--- src/rtl/camera_run_encoder.sv ---
// Thresholds camera luminance on the pclk domain and encodes each horizontal run of
// bright pixels as a (row, xStart, xEnd) entry, queued with an end-of-frame marker.
module camera_run_encoder #(
    parameter int unsigned PCLK_PER_PIXEL = 2,
    parameter int unsigned WIDTH          = 1280,
    parameter int unsigned HEIGHT         = 800,
    parameter int unsigned THRESHOLD      = 128,
    parameter int unsigned FIFO_DEPTH     = 16
) (
    input  logic                      pclk,
    input  logic                      reset_n,
    input  logic                      href,
    input  logic                      vsync,
    input  logic [7:0]                camData,
    input  logic                      runReady,
    output logic                      runValid,
    output logic                      runEof,
    output logic                      runOvf,
    output logic [$clog2(HEIGHT)-1:0] runY,
    output logic [$clog2(WIDTH)-1:0]  runXStart,
    output logic [$clog2(WIDTH)-1:0]  runXEnd,
    output logic [15:0]               overflowCount
);
    localparam int unsigned YW = $clog2(HEIGHT);
    localparam int unsigned XW = $clog2(WIDTH);
    localparam int unsigned RW = $clog2(HEIGHT + 1);
    localparam int unsigned CW = $clog2(WIDTH + 1);
    localparam int unsigned PW = (PCLK_PER_PIXEL > 1) ? $clog2(PCLK_PER_PIXEL) : 1;
    localparam int unsigned AW = $clog2(FIFO_DEPTH);
    localparam int unsigned OW = $clog2(FIFO_DEPTH + 1);

    typedef struct packed {
        logic          eof;
        logic          ovf;
        logic [YW-1:0] y;
        logic [XW-1:0] xs;
        logic [XW-1:0] xe;
    } entry_t;

    typedef enum logic {IDLE, IN_RUN} state_t;

    // Input registers; vsync idles high so resetting it high avoids a false frame start
    logic       href_q, href_d, vsync_q, vsync_d;
    logic [7:0] data_q;

    always_ff @(posedge pclk or negedge reset_n) begin
        if (!reset_n) begin
            href_q  <= 1'b0;
            href_d  <= 1'b0;
            vsync_q <= 1'b1;
            vsync_d <= 1'b1;
            data_q  <= '0;
        end else begin
            href_q  <= href;
            href_d  <= href_q;
            vsync_q <= vsync;
            vsync_d <= vsync_q;
            data_q  <= camData;
        end
    end

    logic href_rise_c, href_fall_c, vsync_rise_c, vsync_fall_c;
    assign href_rise_c  = href_q & ~href_d;
    assign href_fall_c  = ~href_q & href_d;
    assign vsync_rise_c = vsync_q & ~vsync_d;
    assign vsync_fall_c = ~vsync_q & vsync_d;

    // Frame/line position; the href-rise byte is itself pixel 0 at phase 0
    logic          synced_q;
    logic [RW-1:0] row_q;
    logic [CW-1:0] col_q, col_eff_c;
    logic [PW-1:0] phase_q, phase_eff_c;
    logic          pix_eval_c;

    assign phase_eff_c = href_rise_c ? '0 : phase_q;
    assign col_eff_c   = href_rise_c ? '0 : col_q;
    assign pix_eval_c  = synced_q & href_q & (phase_eff_c == '0);

    always_ff @(posedge pclk or negedge reset_n) begin
        if (!reset_n) begin
            synced_q <= 1'b0;
            row_q    <= '0;
            col_q    <= '0;
            phase_q  <= '0;
        end else begin
            if (vsync_rise_c) begin
                synced_q <= 1'b1;
                row_q    <= '0;
            end else if (synced_q && href_fall_c && (row_q < RW'(HEIGHT))) begin
                row_q <= row_q + RW'(1);
            end
            if (href_q) begin
                phase_q <= (phase_eff_c == PW'(PCLK_PER_PIXEL - 1)) ? '0 : phase_eff_c + PW'(1);
                col_q   <= (pix_eval_c && (col_eff_c < CW'(WIDTH))) ? col_eff_c + CW'(1) : col_eff_c;
            end
        end
    end

    // Pixel stage feeding the run FSM
    logic          s1_pix_q, s1_bright_q, s1_last_q, s1_line_end_q, s1_frame_end_q;
    logic [XW-1:0] s1_col_q;
    logic [YW-1:0] s1_row_q, eof_y_q;

    always_ff @(posedge pclk or negedge reset_n) begin
        if (!reset_n) begin
            s1_pix_q       <= 1'b0;
            s1_bright_q    <= 1'b0;
            s1_last_q      <= 1'b0;
            s1_line_end_q  <= 1'b0;
            s1_frame_end_q <= 1'b0;
            s1_col_q       <= '0;
            s1_row_q       <= '0;
            eof_y_q        <= '0;
        end else begin
            s1_pix_q       <= pix_eval_c && (row_q < RW'(HEIGHT)) && (col_eff_c < CW'(WIDTH));
            s1_bright_q    <= {1'b0, data_q} >= 9'(THRESHOLD);
            s1_last_q      <= col_eff_c == CW'(WIDTH - 1);
            s1_line_end_q  <= synced_q & href_fall_c;
            s1_frame_end_q <= synced_q & vsync_fall_c;
            s1_col_q       <= XW'(col_eff_c);
            s1_row_q       <= YW'(row_q);
            if (synced_q && vsync_fall_c) eof_y_q <= YW'(row_q);
        end
    end

    // Run FSM
    state_t        state_q, state_n;
    logic          run_load_c, run_ext_c, run_close_c;
    entry_t        close_entry_c;
    logic [YW-1:0] run_y_q;
    logic [XW-1:0] run_xs_q, run_xe_q;

    always_ff @(posedge pclk or negedge reset_n) begin
        if (!reset_n) state_q <= IDLE;
        else          state_q <= state_n;
    end

    always_comb begin
        state_n = state_q;
        case (state_q)
            IDLE:    if (s1_pix_q && s1_bright_q && !s1_last_q) state_n = IDLE == IDLE ? IN_RUN : IDLE;
            IN_RUN:  if (s1_frame_end_q || s1_line_end_q ||
                         (s1_pix_q && (!s1_bright_q || s1_last_q))) state_n = IDLE;
            default: state_n = IDLE;
        endcase
    end

    always_comb begin
        run_load_c    = 1'b0;
        run_ext_c     = 1'b0;
        run_close_c   = 1'b0;
        close_entry_c = '0;
        case (state_q)
            IDLE: begin
                run_load_c  = s1_pix_q & s1_bright_q;
                run_close_c = s1_pix_q & s1_bright_q & s1_last_q;
            end
            IN_RUN: begin
                run_ext_c   = s1_pix_q & s1_bright_q;
                run_close_c = s1_frame_end_q | s1_line_end_q |
                              (s1_pix_q & (~s1_bright_q | s1_last_q));
            end
            default: ;
        endcase
        close_entry_c.y  = (state_q == IDLE) ? s1_row_q : run_y_q;
        close_entry_c.xs = (state_q == IDLE) ? s1_col_q : run_xs_q;
        close_entry_c.xe = (s1_pix_q && s1_bright_q) ? s1_col_q : run_xe_q;
    end

    // Push requests; the EOF request trails the frame-end run close by one cycle
    logic   req_run_q, eof_pend_q, req_eof_q;
    entry_t req_entry_q;

    always_ff @(posedge pclk or negedge reset_n) begin
        if (!reset_n) begin
            run_y_q     <= '0;
            run_xs_q    <= '0;
            run_xe_q    <= '0;
            req_run_q   <= 1'b0;
            eof_pend_q  <= 1'b0;
            req_eof_q   <= 1'b0;
            req_entry_q <= '0;
        end else begin
            if (run_load_c) begin
                run_y_q  <= s1_row_q;
                run_xs_q <= s1_col_q;
                run_xe_q <= s1_col_q;
            end else if (run_ext_c) begin
                run_xe_q <= s1_col_q;
            end
            req_run_q   <= run_close_c;
            req_entry_q <= close_entry_c;
            eof_pend_q  <= s1_frame_end_q;
            req_eof_q   <= eof_pend_q;
        end
    end

    // FWFT FIFO with registered head; runs leave one slot free for EOF
    entry_t        mem [FIFO_DEPTH];
    entry_t        head_q, wdata_c, head_n_c;
    logic [AW-1:0] wr_ptr_q, rd_ptr_q, rd_ptr_n_c;
    logic [OW-1:0] count_q, count_n_c;
    logic          valid_q, frame_ovf_q, push_c, pop_c, run_drop_c, eof_drop_c;
    logic [15:0]   ovf_cnt_q;
    logic [16:0]   ovf_sum_c;

    always_comb begin
        wdata_c = req_entry_q;
        if (req_eof_q) begin
            wdata_c     = '0;
            wdata_c.eof = 1'b1;
            wdata_c.ovf = frame_ovf_q;
            wdata_c.y   = eof_y_q;
        end
        push_c     = req_eof_q ? (count_q < OW'(FIFO_DEPTH))
                               : (req_run_q && (count_q < OW'(FIFO_DEPTH - 1)));
        run_drop_c = req_run_q && (req_eof_q || (count_q >= OW'(FIFO_DEPTH - 1)));
        eof_drop_c = req_eof_q && (count_q >= OW'(FIFO_DEPTH));
        pop_c      = valid_q & runReady;
        rd_ptr_n_c = rd_ptr_q + AW'(pop_c);
        count_n_c  = count_q + OW'(push_c) - OW'(pop_c);
        head_n_c   = (push_c && (wr_ptr_q == rd_ptr_n_c)) ? wdata_c : mem[rd_ptr_n_c];
        ovf_sum_c  = {1'b0, ovf_cnt_q} + 17'(run_drop_c) + 17'(eof_drop_c);
    end

    always_ff @(posedge pclk) begin
        if (push_c) mem[wr_ptr_q] <= wdata_c;
    end

    always_ff @(posedge pclk or negedge reset_n) begin
        if (!reset_n) begin
            wr_ptr_q    <= '0;
            rd_ptr_q    <= '0;
            count_q     <= '0;
            valid_q     <= 1'b0;
            head_q      <= '0;
            ovf_cnt_q   <= '0;
            frame_ovf_q <= 1'b0;
        end else begin
            if (push_c) wr_ptr_q <= wr_ptr_q + AW'(1);
            rd_ptr_q  <= rd_ptr_n_c;
            count_q   <= count_n_c;
            valid_q   <= count_n_c != '0;
            head_q    <= head_n_c;
            ovf_cnt_q <= ovf_sum_c[16] ? 16'hFFFF : ovf_sum_c[15:0];
            if (run_drop_c)        frame_ovf_q <= 1'b1;
            else if (vsync_rise_c) frame_ovf_q <= 1'b0;
        end
    end

    assign runValid      = valid_q;
    assign runEof        = head_q.eof;
    assign runOvf        = head_q.ovf;
    assign runY          = head_q.y;
    assign runXStart     = head_q.xs;
    assign runXEnd       = head_q.xe;
    assign overflowCount = ovf_cnt_q;

endmodule

--- config.mk ---
export PLATFORM = sky130hd
export DESIGN_NAME = camera_run_encoder
export DESIGN_NICKNAME = d
export VERILOG_FILES = /design/src/rtl/camera_run_encoder.sv
export SDC_FILE = /design/constraint.sdc
export NUM_CORES = 1
export LEC_CHECK = 0
export BUFFER_PORTS_ARGS = -buffer_cell sky130_fd_sc_hd__buf_2
export CAP_MARGIN = 20
export CORE_MARGIN = 2
export CORE_UTILIZATION = 50
export DETAILED_ROUTE_END_ITERATION = 12
export PLACE_DENSITY = 0.65
export SYNTH_ARGS = -nofsm -noshare
export SYNTH_HDL_FRONTEND = slang
export SYNTH_SLANG_ARGS = --single-unit
--- constraint.sdc ---
create_clock -name pclk -period 9.5 [get_ports pclk]
set_input_delay 1.9 -clock pclk [delete_from_list [all_inputs] [get_ports pclk]]
set_output_delay 1.9 -clock pclk [all_outputs]
set_load 0.005 [all_outputs]
=== Yosys cells after proc, flatten, opt, wreduce, memory -nomap -nowiden ===
Memory sizes are Yosys's and may differ from the RTL's. A register that Yosys moved wholly into a read port is not among the register bits.
Index checks and enable logic that the tools add are counted.
Widths: inputs -> output; s select.

* Register bits: 170
* Bits in writable memories: 544
* Input port bits: 13
* Output and inout bits: 51
* Logic and storage cells: 120
* Memories kept: 1

* Add/sub/neg operators: 9
* Order comparisons: 7
* Equal/unequal tests: 1
* Muxes and demuxes: 24
* Bitwise logic cells: 22
* Reduce and logical (&&, ||, !) cells: 23

{| class="wikitable"
|+ Memories
! memory !! words !! bits a word !! read ports !! clocked after memory_dff !! wr ports !! RTL line !! text
|-
| mem || 16 || 34 || 1 || 1 || 1 || 199 || <nowiki>entry_t mem [FIFO_DEPTH];</nowiki>
|}

{| class="wikitable"
|+ Operators with widths
! kind !! number
|-
| $mux 11 || 6
|-
| $mux 34 || 1
|-
| $mux 10 || 3
|-
| $add 16x1->17 || 1
|-
| $add 17x1->17 || 1
|-
| $mux 16 || 1
|-
| $and 1x1->1 || 12
|-
| $logic_and 1x1->1 || 12
|-
| $add 11x1->11 const B || 1
|-
| $eq 11x11->1 const B || 1
|-
| $lt 11x11->1 const B || 1
|-
| $mux 1 || 11
|-
| $add 10x1->10 const B || 1
|-
| $lt 10x10->1 const B || 1
|-
| $ge 8x8->1 const B || 1
|-
| $not 1->1 || 7
|-
| $reduce_bool 2->1 || 3
|-
| $add 5x1->5 || 1
|-
| $ge 5x4->1 const B || 1
|-
| $ge 5x5->1 const B || 1
|-
| $lt 5x4->1 const B || 1
|-
| $lt 5x5->1 const B || 1
|-
| $reduce_bool 5->1 || 1
|-
| $sub 5x1->5 || 1
|-
| 7 further kinds || 15
|}

=== Depth between registers and ports, before layout ===
* Depth in word-level cells: 7
* Depth in mapped cells: 15
* Gate-level depth less buffers: 15

=== Worst setup path after synthesis ===
OpenSTA, ideal clock, no wires.

* Kind: register to register
* Start point: register req_eof_q
* End point: memory mem[3][0] (netlist bit), enable pin
* Library setup time: 0.467 ns
* Data arrival time: 3.775 ns
* Required time: 9.033 ns
* Setup slack: 5.258 ns
* Stages on the path, launching flop included: 6
* Buffers on the path: 1
* Clock period less this slack: 4.242 ns
* Cells stage by stage: dfrtp_1 -> buf_2 -> a21oi_1 -> nor2_1 -> nand2_1 -> nor3_1

* Cells in the longest elaborated chain, start to end: 3

{| class="wikitable"
|+ Ends and longest elaborated chain
! item !! RTL line !! text
|-
| from (decl) || 171 || <nowiki>logic req_run_q, eof_pend_q, req_eof_q;</nowiki>
|-
| from (signal assigned) || 194 || <nowiki>req_eof_q <= eof_pend_q;</nowiki>
|-
| $mux 1 || 215 || <nowiki>push_c = req_eof_q ? (count_q < OW'(FIFO_DEPTH))</nowiki>
|-
| $mux 1 || 227 || <nowiki>if (push_c) mem[wr_ptr_q] <= wdata_c;</nowiki>
|-
| $mux 1 (not written as such) || 227 ||
|-
| to (decl) || 199 ||
|}

Every way passes these cells.

=== Final worst setup path ===
* Start point: input runReady
* End point: register, netlist name runXStart[3]

* Cells in the longest elaborated chain, start to end: 2

{| class="wikitable"
|+ Ends and longest elaborated chain
! item !! RTL line !! text
|-
| from (decl) || 15 || <nowiki>input logic runReady,</nowiki>
|-
| $and 1x1->1 || 219 || <nowiki>pop_c = valid_q & runReady;</nowiki>
|-
| $add 4x1->4 || 220 || <nowiki>rd_ptr_n_c = rd_ptr_q + AW'(pop_c);</nowiki>
|-
| via rd_ptr_n_c[1] || 201 || <nowiki>logic [AW-1:0] wr_ptr_q, rd_ptr_q, rd_ptr_n_c;</nowiki>
|}

The timed path passes the listed nets, and every way through them passes these cells.
A chain may end at the register's enable or synchronous reset.

==> results.py <==
metrics = {
    "run_status": {
        "status": "completed",
    },
    "floorplanning": {
        "coreArea_um2": 56600,
        "die_w_um": 243.5,
        "dieArea_um2": 59290,
        "die_h_um": 243.5,
        "pin_count": 64,
        "initial_core_util_pct": 50.67,
        "rows": 87,
    },
    "grt": {
        "track_usage_pct": 19.76,
        "grt_pass1_vias": 14026,
        "overflow": 0,
        "antenna_found_initial": 3,
        "grt_pass1_wl_mm": 87.20,
        "grt_max_degree": 85,
    },
    "timing": {
        "tns_ns": 0,
        "fin_worst_skew_ns": 0.02220,
        "fin_crit_sh_pct": 53.80,
        "hold_slack_ns": 0.3534,
        "fmax_mhz": 195.7,
        "max_slew.worst_pin.slew_ns": 1.092,
        "setup_viol": 0,
        "max_slew_margin_pct": 27.19,
        "slew_viol_final": 0,
        "period_minus_slack_ns": 5.111,
        "rsz0062_at_grt": "no",
        "hold_viol_final": 0,
    },
    "job": {
        "cap_violations": 0,
    },
    "yosys": {
        "yosysTopAreaCell": "edfxtp_1",
        "synth-edff-count": 544,
        "synth_common_cells": "edfxtp_1, dfrtp_1, mux4_2, mux2i_1, mux2_2",
        "postSynthAreaPerCell_um2": 20.13,
        "ys_async_sr_fraction_pct": 26.59,
        "synth.most_common_cell": "edfxtp_1",
        "netlist.area_leader.share_pct": 56.96,
        "yosys_warnings": 0,
        "syn_inst": 1425,
        "syn_area_um2": 28680,
        "yosysSeqAreaShare_pct": 74.15,
        "syn-num-nets": 1458,
        "synth_area_leaders": "edfxtp_1, dfrtp_1, mux4_2",
        "ys.flop_type": "edfxtp_1",
        "yosysUniqueCellTypes": 48,
        "synth-seq-cells": 741,
    },
    "setup_path": {
        "crit_chain": "buf_2, and2_1, ha_4, ha_4, buf_4, mux4_2, mux2i_1, mux2i_1, mux2_1",
        "worst_r2r_path_depth": 8,
        "critical_path_peak_fanout": 72,
        "required_ns": 9.97,
        "crit_path_top_delay_cell": "buf_4",
        "timing.rr.end": "runXStart[3]",
        "setup.worst_path.start_class": "input pin",
        "worstReg2RegStart": "runValid",
        "startpoint": "runReady",
        "slowest_delay_ns": 0.99,
        "critPathKind": "input pin to register",
        "cp_data_arrival_time_ns": 5.58,
        "end_kind": "register",
        "crit_path_end": "runXStart[3]",
        "regToRegSetupSlack_ns": 5.39,
    },
    "layout": {
        "seqCellArea_um2": 21270,
        "diodes": 0,
        "fin_cells": 2354,
        "multiInputGateArea_um2": 7222,
        "postLayoutCellArea_um2": 32530,
        "final_layout_size_suffix_gt1_share_pct": 29.10,
        "synthToLayoutAreaGrowth_pct": 13.42,
        "final.fill_count": 4271,
        "nets": 1570,
        "utilization_pct": 57.47,
    },
    "cts": {
        "postCtsSetupRepairBufs": 0,
        "cts_root_buffer": "clkbuf_16",
        "post_cts_resized": 0,
        "holdBufCountCts": 0,
        "cts.htree.levels": 3,
        "cts_sinks": 741,
        "cts_buffers": 75,
        "cts_tree": "done",
        "clkTransAtPathRegs_ns": 0.06,
        "clockBufferDepth": 3,
        "clock_latency_ns": 0.60,
    },
    "power": {
        "power.leakage_nw": 12.35,
        "powerDensity_nw_per_um2": 292.4,
        "ir_drop_uv": 240.6,
    },
    "min_path": {
        "min_path_cells": 0,
        "hold_path_class": "register to register",
    },
    "drt": {
        "drt_first_pass_iters": 5,
        "initialDrtViolationCount": 1090,
        "dr_total_vias": 13291,
        "viasPerCell": 5.646,
        "wire_per_inst_um": 23.93,
        "finalWirelength_mm": 56.33,
        "antenna_left": 0,
        "drcViolationCount": 0,
    },
    "place": {
        "place_area_um2": 30080,
        "place_inst": 2211,
        "hpwl_mm": 30.93,
        "gp_congestion": 0.7124,
        "portBuffers": 56,
    },
}
-- layer usage --
layer | track usage [%] | part of all wire (%) | vias up
li1 | - | - | 5818
met1 | 27.97 | 44 | 7060
met2 | 31.97 | 48 | 336
met3 | 3.338 | 5.9 | 77
met4 | 5.757 | 1.8 | 0
met5 | 0 | 0 | -
-- sequential cells by signal, summed over array words and instances (netlist names), 11 cells and up --
| register | cells |
|---|---|
| col_q | 11 |
| mem | 544 |
| overflowCount | 16 |
| req_entry_q | 32 |
| runXEnd | 11 |
| runXStart | 11 |
| run_xe_q | 11 |
| run_xs_q | 11 |
| s1_col_q | 11 |
-- worst min path at each step --
stage                             end       start  slack, ns
after global routing        req_eof_q  eof_pend_q       0.37
final                     s1_bright_q   data_q[7]       0.35
after detailed placement  s1_bright_q   data_q[7]       0.34
after CTS                 s1_bright_q   data_q[7]       0.35
after global placement      req_eof_q  eof_pend_q       0.33
after floorplan             req_eof_q  eof_pend_q       0.33
-- worst max-delay path: cells and delay by family --
kind | cells | cell delay (ns)
adder cells (fa/ha/maj) | 2 | 1.20
AND/OR/NAND/NOR | 1 | 0.22
multiplexers | 4 | 1.14
buffers and inverters | 2 | 1.08
-- layout by cell type (no fill, tap or decap), types with 3 or more instances in the layout --
cell	n
xnor2_1	15
dfrtp_1	194
edfxtp_1	544
nor3_1	3
ha_1	16
nand4_1	9
o21a_1	4
clkinv_1	7
clkbuf_16	79
clkbuf_8	11
o21ai_0	6
clkbuf_1	18
and2_1	16
buf_4	41
clkinvlp_4	7
mux4_2	136
mux2_2	90
mux2i_1	104
and3_1	5
nand2_1	35
buf_2	55
nand3_1	10
xor2_1	22
mux2_1	30
nor3_2	4
clkinv_2	11
nand2b_1	5
nor2_1	18
a21oi_1	4
nor2_4	12
inv_1	20
nor2b_1	24
-- area by class of cell --
type | instances | area share, %
Clock buffer | 109 | 6.773
Clock inverter | 29 | 0.5846
Inverter | 20 | 0.2308
Multi-Input combinational cell | 601 | 22.20
Sequential cell | 741 | 65.38
Tap cell | 756 | 2.908
Timing Repair Buffer | 98 | 1.923
-- stage by stage --
| stage | power [mW] | setup WS, ns |
|---|---|---|
| after floorplan | 6.005 | 5.258 |
| after global placement | 6.785 | 3.718 |
| after detailed placement | 6.805 | 3.748 |
| after CTS | 9.649 | 4.357 |
| after global routing | 9.979 | 4.227 |
| final | 9.513 | 4.389 |
-- where the power goes --
| part | switching, mW | internal, mW | leakage [nW] |
|---|---|---|---|
| registers | 0.115 | 3.76 | 7.83 |
| logic | 1.48 | 1.32 | 3.36 |
| clock network | 1.19 | 1.64 | 1.16 |
-- cell families (layout without fill, tap and decap cells) --
group           after synthesis  after routing  share of synthesized area [%]
fa+ha+maj                    20             20                         0.9249
compound gates               25             25                         0.5802
flops                       741            741                          74.15
buf+inv                      83            256                          1.243
mux                         360            360                          19.02
xor+xnor                     39             39                          1.217
simple gates                157            157                          2.862
Note: power is estimated with default switching activity, not from simulation.
